**config.mk**
```make
export PLATFORM = sky130hd
export DESIGN_NAME = qa_strobe_pacer
export DESIGN_NICKNAME = d
export VERILOG_FILES = /design/src/rtl/qa_strobe_pacer_pkg.sv /design/src/rtl/qa_delay_line.sv /design/src/rtl/qa_strobe_pacer.sv
export SDC_FILE = /design/constraint.sdc
export NUM_CORES = 1
export LEC_CHECK = 0
export CAP_MARGIN = 20
export CORE_MARGIN = 10
export CORE_UTILIZATION = 60
export CTS_BUF_LIST = sky130_fd_sc_hd__clkbuf_8
export DETAILED_ROUTE_END_ITERATION = 12
export PLACE_DENSITY_LB_ADDON = 0.08
export SLEW_MARGIN = 10
export SYNTH_ARGS = -nofsm -noshare
export SYNTH_HDL_FRONTEND = slang
export SYNTH_SLANG_ARGS = --single-unit
```
**constraint.sdc**
```tcl
create_clock -name clk -period 6.1 [get_ports clk]
set_input_delay 1.22 -clock clk [delete_from_list [all_inputs] [get_ports clk]]
set_output_delay 1.22 -clock clk [all_outputs]
set_load 0.1 [all_outputs]
```
**src/rtl/qa_strobe_pacer_pkg.sv**
```systemverilog
// Shared constants and register decoding for the strobe pacer and its delay line.
package qa_strobe_pacer_pkg;

    localparam int RATE_OFS   = 0;
    localparam int CTRL_OFS   = 1;
    localparam int DELAY_OFS  = 2;
    localparam int LINE_DEPTH = 16;
    localparam int TAP_W      = $clog2(LINE_DEPTH);

    typedef enum logic [1:0] {
        SEL_NONE,
        SEL_RATE,
        SEL_CTRL,
        SEL_DELAY
    } reg_sel_e;

    function automatic reg_sel_e decode_addr(input logic [7:0] addr, input logic [7:0] base);
        if (addr == base + 8'(RATE_OFS))  return SEL_RATE;
        if (addr == base + 8'(CTRL_OFS))  return SEL_CTRL;
        if (addr == base + 8'(DELAY_OFS)) return SEL_DELAY;
        return SEL_NONE;
    endfunction

endpackage

```
**src/rtl/qa_delay_line.sv**
```systemverilog
// Valid+data shift line with DEPTH selectable taps; tap 0 is the line input itself,
// tap k is the input delayed by k cycles.
module qa_delay_line
    import qa_strobe_pacer_pkg::*;
#(
    parameter int DEPTH = LINE_DEPTH,
    parameter int WIDTH = 32,
    parameter int TW    = $clog2(DEPTH)
) (
    input  logic             clk,
    input  logic             reset_n,
    input  logic             flush_i,
    input  logic             in_valid_i,
    input  logic [WIDTH-1:0] in_data_i,
    input  logic [TW-1:0]    tap_i,
    output logic             tap_valid_o,
    output logic [WIDTH-1:0] tap_data_o
);

    logic [DEPTH-2:0] valid_q;
    logic [WIDTH-1:0] data_q [DEPTH-1];
    logic [TW-1:0]    idx;

    // NOTE: sequential state uses non-blocking assignments so every stage samples
    // the previous stage's value from before the edge, not the freshly updated one.
    always_ff @(posedge clk or negedge reset_n) begin
        if (!reset_n) begin
            valid_q <= '0;
        end else if (flush_i) begin
            valid_q <= '0;
        end else begin
            valid_q <= {valid_q[DEPTH-3:0], in_valid_i};
        end
    end

    // NOTE: the data stages carry no reset; the valid bits alone qualify them, so
    // resetting the payload would only add reset fan-out to a wide storage array.
    always_ff @(posedge clk) begin
        data_q[0] <= in_data_i;
        for (int i = 1; i < DEPTH - 1; i++) begin
            data_q[i] <= data_q[i-1];
        end
    end

    // NOTE: every output of this always_comb is assigned on all paths (defaults
    // first), otherwise synthesis would infer a latch to hold the old value.
    always_comb begin
        idx         = tap_i - TW'(1);
        tap_valid_o = in_valid_i;
        tap_data_o  = in_data_i;
        if (tap_i != '0) begin
            tap_valid_o = valid_q[idx];
            tap_data_o  = data_q[idx];
        end
    end

endmodule

```
**src/rtl/qa_strobe_pacer.sv**
```systemverilog
// Paces tx_strobe sample requests at a programmable rate and returns each captured
// sample as an rx_strobe/rx_sample pair after a programmable delay.
module qa_strobe_pacer
    import qa_strobe_pacer_pkg::*;
#(
    parameter int BASE  = 12,
    parameter int WIDTH = 32
) (
    input  logic             clk,
    input  logic             reset_n,
    input  logic             set_stb,
    input  logic [7:0]       set_addr,
    input  logic [31:0]      set_data,
    input  logic             clear,
    output logic             tx_strobe,
    input  logic [WIDTH-1:0] tx_sample,
    output logic [WIDTH-1:0] rx_sample,
    output logic             rx_strobe,
    output logic [31:0]      readback
);

    reg_sel_e         sel;
    logic             enable_rise;
    logic [15:0]      rate_q, rate_d;
    logic             enable_q, enable_d;
    logic [TAP_W-1:0] delay_q, delay_d;
    logic [TAP_W-1:0] tap_q, tap_d;
    logic [15:0]      cnt_q, cnt_d;
    logic             tx_strobe_q, tx_strobe_d;
    logic             cap_v_q, cap_v_d;
    logic             rx_strobe_q, rx_strobe_d;
    logic [WIDTH-1:0] rx_sample_q, rx_sample_d;
    logic [31:0]      readback_q, readback_d;
    logic             tap_valid;
    logic [WIDTH-1:0] tap_data;
    logic             unused_set_data;

    assign unused_set_data = ^set_data[31:16];

    always_comb begin
        sel         = set_stb ? decode_addr(set_addr, 8'(BASE)) : SEL_NONE;
        rate_d      = rate_q;
        enable_d    = enable_q;
        delay_d     = delay_q;
        tap_d       = tap_q;
        cnt_d       = cnt_q;
        tx_strobe_d = 1'b0;
        unique case (sel)
            SEL_RATE:  rate_d   = set_data[15:0];
            SEL_CTRL:  enable_d = set_data[0];
            SEL_DELAY: delay_d  = set_data[TAP_W-1:0];
            default:   ;
        endcase

        // A RATE written on a reload cycle is already the one reloaded.
        enable_rise = enable_d & ~enable_q;
        if (enable_rise) tap_d = delay_q;

        if (clear) begin
            cnt_d = rate_d;
        end else if (enable_rise || (enable_q && cnt_q == '0)) begin
            cnt_d       = rate_d;
            tx_strobe_d = 1'b1;
        end else if (enable_q) begin
            cnt_d = cnt_q - 16'd1;
        end

        cap_v_d     = tx_strobe_q & ~clear;
        rx_strobe_d = tap_valid & ~clear;
        rx_sample_d = rx_strobe_d ? tap_data : rx_sample_q;
        readback_d  = clear ? '0 : readback_q + 32'(rx_strobe_d);
    end

    always_ff @(posedge clk or negedge reset_n) begin
        if (!reset_n) begin
            rate_q      <= '0;
            enable_q    <= 1'b0;
            delay_q     <= '0;
            tap_q       <= '0;
            cnt_q       <= '0;
            tx_strobe_q <= 1'b0;
            cap_v_q     <= 1'b0;
            rx_strobe_q <= 1'b0;
            rx_sample_q <= '0;
            readback_q  <= '0;
        end else begin
            rate_q      <= rate_d;
            enable_q    <= enable_d;
            delay_q     <= delay_d;
            tap_q       <= tap_d;
            cnt_q       <= cnt_d;
            tx_strobe_q <= tx_strobe_d;
            cap_v_q     <= cap_v_d;
            rx_strobe_q <= rx_strobe_d;
            rx_sample_q <= rx_sample_d;
            readback_q  <= readback_d;
        end
    end

    // tx_sample is valid the cycle after tx_strobe, which is when cap_v_q is high.
    qa_delay_line #(
        .DEPTH (LINE_DEPTH),
        .WIDTH (WIDTH),
        .TW    (TAP_W)
    ) u_line (
        .clk         (clk),
        .reset_n     (reset_n),
        .flush_i     (clear),
        .in_valid_i  (cap_v_q),
        .in_data_i   (tx_sample),
        .tap_i       (tap_q),
        .tap_valid_o (tap_valid),
        .tap_data_o  (tap_data)
    );

    assign tx_strobe = tx_strobe_q;
    assign rx_strobe = rx_strobe_q;
    assign rx_sample = rx_sample_q;
    assign readback  = readback_q;

endmodule

```
==> results of run 1 <==
[final cells by class]
class / count / area, sq um / area share [%]
clock inverter: 57 / 372.9 / 1.650
sequential: 603 / 12690 / 56.14
tap: 402 / 503.0 / 2.225
clock buffer: 111 / 1528 / 6.759
multi-input combinational: 603 / 6100 / 26.98
inverter: 9 / 33.78 / 0.1495
timing repair buffer: 140 / 1376 / 6.089
[synthesized netlist by cell type (3+ instances only)]
| library cell | n |
|---|---|
| dfxtp_1 | 480 |
| dfrtp_1 | 123 |
| mux4_2 | 99 |
| nand2_1 | 85 |
| mux2i_1 | 66 |
| mux2_2 | 57 |
| nor2_1 | 45 |
| clkbuf_1 | 33 |
| a32oi_1 | 32 |
| o211ai_1 | 32 |
| o21a_1 | 32 |
| xor2_1 | 31 |
| buf_2 | 25 |
| nor2b_1 | 17 |
| xnor2_1 | 15 |
| mux2_1 | 14 |
| and3_1 | 11 |
| nand3_1 | 10 |
| inv_1 | 9 |
| nor3_1 | 7 |
| ha_1 | 6 |
| nand4_1 | 5 |
| nor4_1 | 5 |
| o21ai_0 | 5 |
| a21oi_1 | 4 |
| and4_1 | 4 |
| buf_1 | 4 |
| buf_6 | 4 |
| or4_1 | 3 |
[through the flow]
stage | setup slack [ps] | hold slack, ps | cells
after floorplan | 1482 | 325.9 | 1283
after global placement | 1809 | 328.6 | 1756
after detailed placement | 1784 | 330.9 | 1756
after CTS | 1808 | 320.0 | 1924
after global routing | 1548 | 329.2 | 1925
final | 1913 | 323.5 | 1925
[registers in the layout, indices dropped and copies added (netlist names)]
signal / count
rx_strobe: 1
cap_v_q: 1
rx_sample: 32
u_line.data_q: 480
delay_q: 4
cnt_q: 16
rate_q: 16
u_line.valid_q: 15
enable_q: 1
tap_q: 4
tx_strobe: 1
readback: 32
[layout by cell type, fill, tap and decap left out, types with 10 or more instances in the layout]
master,n
nor2_1,45
o211ai_1,32
clkbuf_8,111
dfxtp_1,480
xor2_1,31
mux2i_1,66
nand3_1,10
nor2b_1,17
a32oi_1,32
o21a_1,32
clkdlybuf4s50_1,123
nand2_1,85
mux2_1,14
inv_1,46
mux4_2,99
dfrtp_1,122
xnor2_1,14
mux2_2,57
and3_1,11
buf_4,13
[final timing paths]
kind                                      from             endpoint  slack (ps)
hold reg to reg            u_line.data_q[1][3]  u_line.data_q[2][3]         320
min in group asynchronous              reset_n         rx_sample[7]         600
hold / removal             u_line.data_q[1][3]  u_line.data_q[2][3]         320
setup reg to reg                      tap_q[0]         readback[25]        1910
max in group asynchronous              reset_n        rx_sample[26]        4270
setup / recovery                      tap_q[0]         readback[25]        1910
[report_power, final]
part | total [mW] | internal [mW] | leakage (nW) | switching [mW]
clock | 3.32 | 1.83 | 1.11 | 1.49
sequential | 4.26 | 4.16 | 5.74 | 0.0973
combinational | 0.573 | 0.258 | 2.88 | 0.315
total | 8.15 | 6.25 | 9.74 | 1.90
[critical path, cell delays in order (launching register included)]
cell and delay, ps:
dfrtp_4 490, inv_1 100, ha_1 380, xnor2_4 170, buf_4 390, a211o_1 350, a211o_1 330, o311ai_4 80
buf_4 580, ha_1 320, and4_1 270, and3_1 250, and3_1 190, xnor2_1 110, nor2_1 50
[routing by layer]
metal | track usage, % | up-vias | routed length, um
li1 | - | 4945 | -
met1 | 24.86 | 5103 | 16460
met2 | 28.87 | 181 | 16580
met3 | 4.600 | 48 | 1568
met4 | 5.638 | 0 | 522
met5 | 0 | - | 0
[cell families after synthesis]
logic type      count (synthesis)  share of synthesized area, %
fa+ha+maj                       6                        0.3935
mux                           236                         19.34
flops                         603                         66.50
buf+inv                        77                         1.876
xor+xnor                       49                         2.368
simple gates                  203                         5.069
compound gates                109                         4.453
==> results.yml, run 1 <==
outcome:
  status: "finished clean"
worst_setup_path:
  endpoint_kind: "flop"
  cp.arrival_ps: 4670
  worstSetupStartpointType: "flop"
  path_class: "reg2reg"
  r2r_cells: 14
  worstPathRequired_ps: 6580
  crit_path_max_fanout: 63
global_route:
  grt_pass1_wl_um: 58150
  grt_usage_pct: 18.44
  grt_max_degree: 136
  grt_pass1_vias: 11258
  overflow: 0
  antenna_found_initial: 0
pwr:
  powerDensity_mw_per_mm2: 360.4
  leakage_nw: 9.741
  ir_drop_uv: 274.8
  p_total_mw: 8.147
final_layout:
  fill_cells: 2105
  nets: 1529
  antenna_cells: 0
  drive_gt1_share_pct: 20.81
  fin_util_pct: 71.82
  area_growth_pct: 18.48
  fin_area_sq_mm: 0.02260
timing:
  max_slew_margin_pct: 20.97
  fin_crit_ps: 4187
  max_slew.worst_pin.slew_ps: 1185
  setup_viol: 0
  finClkSkew_ps: 34.14
  hold_viol: 0
  post-route-period-util_pct: 68.64
  drv_slew: 0
  rsz0062_at_grt: "no"
  fin_tns_setup_ps: 0
  max_freq_mhz: 238.8
synth:
  synth_fp_nets: 1365
  ys_async_sr_fraction_pct: 20.40
  yosys_warnings: 0
  ys_seq_area_share_pct: 66.50
  synth.top_cell.area_share_pct: 50.37
  syn_avg_cell_area_sq_um: 14.87
  synth_cell_types: 43
  synthFlopType: "dfxtp_1"
  ys_ff_latch: 603
  synthCells: 1283
  syn_area_sq_mm: 0.01908
  synth_edf_count: 0
  yosys.area.top_type: "dfxtp_1"
  synthTopCellsByArea: "dfxtp_1 50%, dfrtp_1 16%, mux4_2 12%, mux2i_1 3.5%, mux2_2 3.4%"
die:
  die_y_um: 198.3
  core_area_sq_mm: 0.03147
  ios: 142
  die_x_um: 198.3
  row_count: 65
  fp.dieArea_sq_mm: 0.03933
  initial_core_util_pct: 60.62
detailed_routing:
  routedWlPerCell_um: 18.25
  antenna_left: 0
  drt_iter0_markers: 393
  vias_per_cell: 5.339
  drc_errors: 0
  vias: 10277
  firstDrtPassIters: 4
  wirelength_um: 35130
clocking:
  cts_sinks: 603
  cts_tree: "yes"
  cts_resized: 0
  cts.clk_slew.worst_paths_ps: 60
  htreeDepth: 3
  clockRootBuffer: "clkbuf_8"
  postCtsSetupBuffers: 0
  clockBufferDepth: 3
  cts_buffers: 90
  clk_latency_ps: 620
  postCtsHoldBufs: 0
place:
  dp_hpwl_um: 20590
  io_buffers: 125
  gp_congestion: 0.7620
  placed_cell_area_sq_mm: 0.02069
run:
  maxCapViolCount: 0
hold_path:
  hold_path.class: "reg2reg"
  hold_depth: 0
(Power assumes the default switching activity.)
==> run 2: changes to the inputs <==
--- a/config.mk
+++ b/config.mk
@@ -7,7 +7,7 @@
 export LEC_CHECK = 0
 export CAP_MARGIN = 20
 export CORE_MARGIN = 10
-export CORE_UTILIZATION = 60
+export CORE_UTILIZATION = 54
 export CTS_BUF_LIST = sky130_fd_sc_hd__clkbuf_8
 export DETAILED_ROUTE_END_ITERATION = 12
 export PLACE_DENSITY_LB_ADDON = 0.08
==> constraint.sdc (replaced) <==
create_clock -name clk -period 3.4 [get_ports clk]
set_input_delay 0.68 -clock clk [delete_from_list [all_inputs] [get_ports clk]]
set_output_delay 0.68 -clock clk [all_outputs]
set_load 0.1 [all_outputs]
==> run 2 against run 1 <==
  * Power grew 80%
  * Sequential cell count is the same
  * Via count grew 0.22%
  * Worst hold slack lost 250 ps
  * Combinational power grew 80%
  * Final cell count grew 3.5%
  * Cell area grew 0.63%
  * Global-route usage shrank 2.0 points
  * Register-to-register slack lost 1800 ps
  * Clock power grew 80%
  * Critical path type unchanged
  * Largest power group unchanged
==> results.yml, run 2 (synthesis results as in run 1) <==
detailed_routing:
  wirelength_um: 35760
  vias_per_cell: 5.171
  drc_errors: 0
  routedWlPerCell_um: 17.95
  drt_iter0_markers: 412
  firstDrtPassIters: 4
  vias: 10300
  antenna_left: 0
global_route:
  antenna_found_initial: 0
  grt_pass1_wl_um: 58160
  overflow: 0
  grt_usage_pct: 16.40
  grt_pass1_vias: 11119
  grt_max_degree: 97
final_layout:
  instances_no_fill: 1992
  area_growth_pct: 19.23
  final_common_cell: "dfxtp_1"
  largest_reg_flops: 480
  antenna_cells: 0
  max_flop_register: "u_line.data_q"
  drive_gt1_share_pct: 27.20
  final_cell_mix: "480 x dfxtp_1, 122 x dfrtp_1, 117 x clkbuf_8, 99 x mux4_2, 90 x buf_4"
  nets: 1543
timing:
  post-route-period-util_pct: 96.21
  max_freq_mhz: 305.7
  rsz0062_at_grt: "no"
  max_slew.worst_pin.slew_ps: 973.5
  fin_crit_ps: 3271
  drv_slew: 0
  finClkSkew_ps: 36.20
  hold_viol: 0
  max_slew_margin_pct: 34.90
  setup_viol: 0
worst_setup_path:
  cpLargestDelayFamily: "simple AND/OR/NAND/NOR gates"
  cp.arrival_ps: 3750
  cp_cell_sequence: "inv_4, ha_4, xnor2_4, mux4_2, nor2_1, or4_4, o311ai_4, ha_4, and2_4, and4_4, and3_4, and3_1, xnor2_1, nor2_1"
  crit_path_max_fanout: 8
  critical_path_cell_count: 14
  worstPathRequired_ps: 3880
  worstSetupStartpointType: "flop"
  crit_slowest_cell: "or4_4"
  path_class: "reg2reg"
  crit_buf_inv: 1
  critPathMaxStageDelay_ps: 520
  r2r_cells: 14
  endpoint_kind: "flop"
die:
  die_y_um: 208.0
  core_area_sq_mm: 0.03471
  fp.dieArea_sq_mm: 0.04325
  row_count: 68
  ios: 142
  initial_core_util_pct: 54.96
  die_x_um: 208.0
pwr:
  ir_drop_uv: 549.5
  p_total_mw: 14.66
  leakage_nw: 9.940
  powerDensity_mw_per_mm2: 644.4
clocking:
  htreeDepth: 3
  cts.clk_slew.worst_paths_ps: 60
  postCtsHoldBufs: 0
  cts_tree: "yes"
  clockBufferDepth: 3
  clockRootBuffer: "clkbuf_8"
  cts_buffers: 90
  clk_latency_ps: 640
  cts_sinks: 603
place:
  gp_congestion: 0.7454
  dp.cells: 1822
  io_buffers: 125
  dp_hpwl_um: 21230
run:
  maxCapViolCount: 0
outcome:
  status: "finished clean"
hold_path:
  hold_path.class: "in2async"
-- run 2: changes by cell type in the layout (fill, tap and decap cells not counted), sizes merged --
| cell | before | now |
|---|---|---|
| clkbuf | 111 | 117 |
| bufinv | 4 | 3 |
| buf | 17 | 96 |
| clkinv | 9 | 14 |
| clkdlybuf4s50 | 123 | 58 |
| inv | 51 | 41 |
-- run 2: per-stage QoR --
stage               instance area (sq um)  util (%)  hold WS [ps]  TNS, ps  setup slack [ps]
detailed placement                  20810     59.95         331.1        0             103.5
floorplan                           19230         -         325.9    -3906            -427.0
global route                        22750     65.53         93.67        0             4.285
CTS                                 22730     65.48         65.68        0             56.32
global placement                    20810     59.95         329.0        0             153.5
finish                              22750     65.53         71.08        0             128.9
-- run 2: worst paths after layout --
check | from | end | slack (ps)
worst max-delay path | tap_q[0] | readback[24] | 130
worst min-delay path | reset_n | readback[4] | 70
worst max register to register | tap_q[0] | readback[24] | 130
worst min register to register | u_line.data_q[5][29] | u_line.data_q[6][29] | 330
max in group asynchronous | reset_n | rx_sample[17] | 2570
min in group clk | u_line.data_q[5][29] | u_line.data_q[6][29] | 330
-- run 2: area by class of cell --
cell class              count  area [sq um]
multi-input cells         603          6176
fillers                  2609         11970
clock inverters            51         311.5
inverters                   9         36.28
clock buffers             117          1610
repair buffers            154          1353
well taps                 455         569.3
flip-flops and latches    603         12690
-- run 2: metal layers --
layer,vias up,track usage (%),part of all wire [%],routed length (um)
li1,4982,-,-,-
met1,5084,21.87,48,17240
met2,165,25.49,46,16350
met3,69,3.939,3.8,1348
met4,0,6.252,2.3,826
met5,-,0,0,0
-- run 2: timing repair --
| item | CTS | global route |
|---|---|---|
| setup endpoints to repair | 0 | 3 |
| setup buffers | 0 | 2 |
| hold endpoints to repair | 0 | 0 |
| gates resized for setup | 0 | 0 |
-- run 2: power breakdown --
part	leakage [nW]	internal [mW]	switching [mW]	total (mW)
Clock	1.11	3.33	2.67	5.99
Sequential	5.74	7.46	0.174	7.63
Combinational	3.09	0.460	0.571	1.03
Total	9.94	11.2	3.41	14.7
==> run 3: changes to the inputs <==
--- a/config.mk
+++ b/config.mk
@@ -6,11 +6,11 @@
 export NUM_CORES = 1
 export LEC_CHECK = 0
 export CAP_MARGIN = 20
-export CORE_MARGIN = 10
 export CORE_UTILIZATION = 54
 export CTS_BUF_LIST = sky130_fd_sc_hd__clkbuf_8
 export DETAILED_ROUTE_END_ITERATION = 12
 export PLACE_DENSITY_LB_ADDON = 0.08
+export SKIP_LAST_GASP = 1
 export SLEW_MARGIN = 10
 export SYNTH_ARGS = -nofsm -noshare
 export SYNTH_HDL_FRONTEND = slang
==> run 3 against run 2 <==
  * Via count grew 0.85%
  * First-iteration DRC count shrank 12%
  * Clock skew shrank 17 ps
  * Critical path depth is the same
  * Sequential share of layout area shrank 0.34 points
==> results.yml, run 3 (synthesis results as in run 1) <==
clocking:
  htreeDepth: 3
  cts_buffers: 93
  clk_latency_ps: 640
  postCtsHoldBufs: 0
  cts_resized: 0
  cts_sinks: 603
  cts_tree: "yes"
  clockBufferDepth: 3
  postCtsSetupBuffers: 0
  cts.clk_slew.worst_paths_ps: 60
  clockRootBuffer: "clkbuf_8"
timing:
  drv_slew: 0
  max_slew_margin_pct: 35.39
  fin_crit_ps: 3231
  setup_viol: 0
  hold_viol: 0
  post-route-period-util_pct: 95.04
  fin_tns_setup_ps: 0
  post-route-worst-setup-slack_ps: 168.6
  max_slew.worst_pin.slew_ps: 966.1
  max_freq_mhz: 309.5
  rsz0062_at_grt: "no"
  holdWs_ps: 65.08
  finClkSkew_ps: 18.70
worst_setup_path:
  worstPathRequired_ps: 3890
  crit_slowest_cell: "or4_4"
  r2r-end: "readback[24]"
  crit_path_max_fanout: 8
  r2r_cells: 14
  cp.arrival_ps: 3730
  cp_cell_sequence: "inv_1, ha_4, xnor2_4, mux4_2, nor2_1, or4_4, o311ai_4, ha_4, and2_4, and4_4, and3_4, and3_1, xnor2_1, nor2_1"
  worstSetupStartpointType: "flop"
  endpoint_kind: "flop"
  regToRegSetupSlack_ps: 170
  crit-reg2reg-launch: "tap_q[1]"
  critPathMaxStageDelay_ps: 520
  path_class: "reg2reg"
die:
  core_area_sq_mm: 0.03463
  die_y_um: 190.0
  die_x_um: 190.0
  row_count: 68
  ios: 142
  initial_core_util_pct: 55.09
  fp.dieArea_sq_mm: 0.03609
final_layout:
  drive_gt1_share_pct: 27.39
  fin_area_sq_mm: 0.02288
  instances_no_fill: 1992
  area_growth_pct: 19.95
  final_cell_mix: "480 x dfxtp_1, 122 x dfrtp_1, 119 x clkbuf_8, 99 x mux4_2, 84 x buf_4"
  fin_util_pct: 66.09
  nets: 1543
  largest_reg_flops: 480
  max_flop_register: "u_line.data_q"
  antenna_cells: 0
  final_common_cell: "dfxtp_1"
detailed_routing:
  vias_per_cell: 5.215
  wirelength_um: 34590
  drt_iter0_markers: 362
  routedWlPerCell_um: 17.36
  firstDrtPassIters: 4
  drc_errors: 0
  vias: 10388
  antenna_left: 0
place:
  dp_hpwl_um: 20210
  io_buffers: 125
  gp_congestion: 0.7423
  placed_cell_area_sq_mm: 0.02083
  dp.cells: 1821
  post-place-ws_ps: 172.4
pwr:
  leakage_nw: 9.982
  ir_drop_uv: 454.5
  p_total_mw: 15.06
  powerDensity_mw_per_mm2: 658.1
global_route:
  grt_max_degree: 97
  overflow: 0
  grt_usage_pct: 20.15
  grt_pass1_wl_um: 57010
  antenna_found_initial: 0
  grt_pass1_vias: 10954
outcome:
  status: "finished clean"
run:
  maxCapViolCount: 0
hold_path:
  hold_path.class: "in2async"
==> run 3: cell count changes in the layout (fill, tap and decap cells not counted), sizes merged <==
cell / before / now
clkdlybuf4s50: 58 / 59
inv: 41 / 38
buf: 96 / 92
clkbuf: 117 / 119
bufinv: 3 / 7
==> run 3: how the worst max path moves through the flow <==
stage | start | endpoint | slack [ps] | cells past startpoint
2_1_floorplan | tap_q[0] | readback[20] | -430 | 20
3_3_place_gp | tap_q[1] | readback[24] | 210 | 14
3_5_place_dp | tap_q[1] | readback[24] | 170 | 14
4_1_cts | tap_q[1] | readback[24] | 150 | 14
5_1_grt | tap_q[1] | readback[24] | 30 | 14
6_report | tap_q[1] | readback[24] | 170 | 14
==> run 3: area by class of cell <==
| type | count | area [sq um] |
|---|---|---|
| repair buffers | 151 | 1358 |
| clock inverters | 52 | 416.7 |
| clock buffers | 119 | 1638 |
| well taps | 455 | 569.3 |
| inverters | 9 | 36.28 |
| multi-input cells | 603 | 6176 |
| flip-flops and latches | 603 | 12690 |
| fillers | 2550 | 11740 |
==> run 3: per-layer routing <==
| metal | up-vias | GRT usage, % | wire length [um] |
|---|---|---|---|
| li1 | 4984 | - | - |
| met2 | 192 | 30.87 | 15760 |
| met4 | 0 | 7.692 | 792 |
| met1 | 5151 | 27.98 | 16520 |
| met5 | - | 0 | 0 |
| met3 | 61 | 4.575 | 1526 |
==> run 3: critical path, delay by kind of cell (launching register included) <==
family	cells	cell delay [ps]
adders and majority gates	2	400
muxes	1	220
buffers and inverters	1	140
AOI/OAI and AO/OA	1	120
xor gates and xnor gates	2	270
DFF	1	400
and+or+nand+nor	7	1540
==> run 3: report_power, final <==
group | internal (mW) | switching, mW
Combinational | 0.467 | 0.569
Clock | 3.69 | 2.70
Sequential | 7.46 | 0.176
Total | 11.6 | 3.44
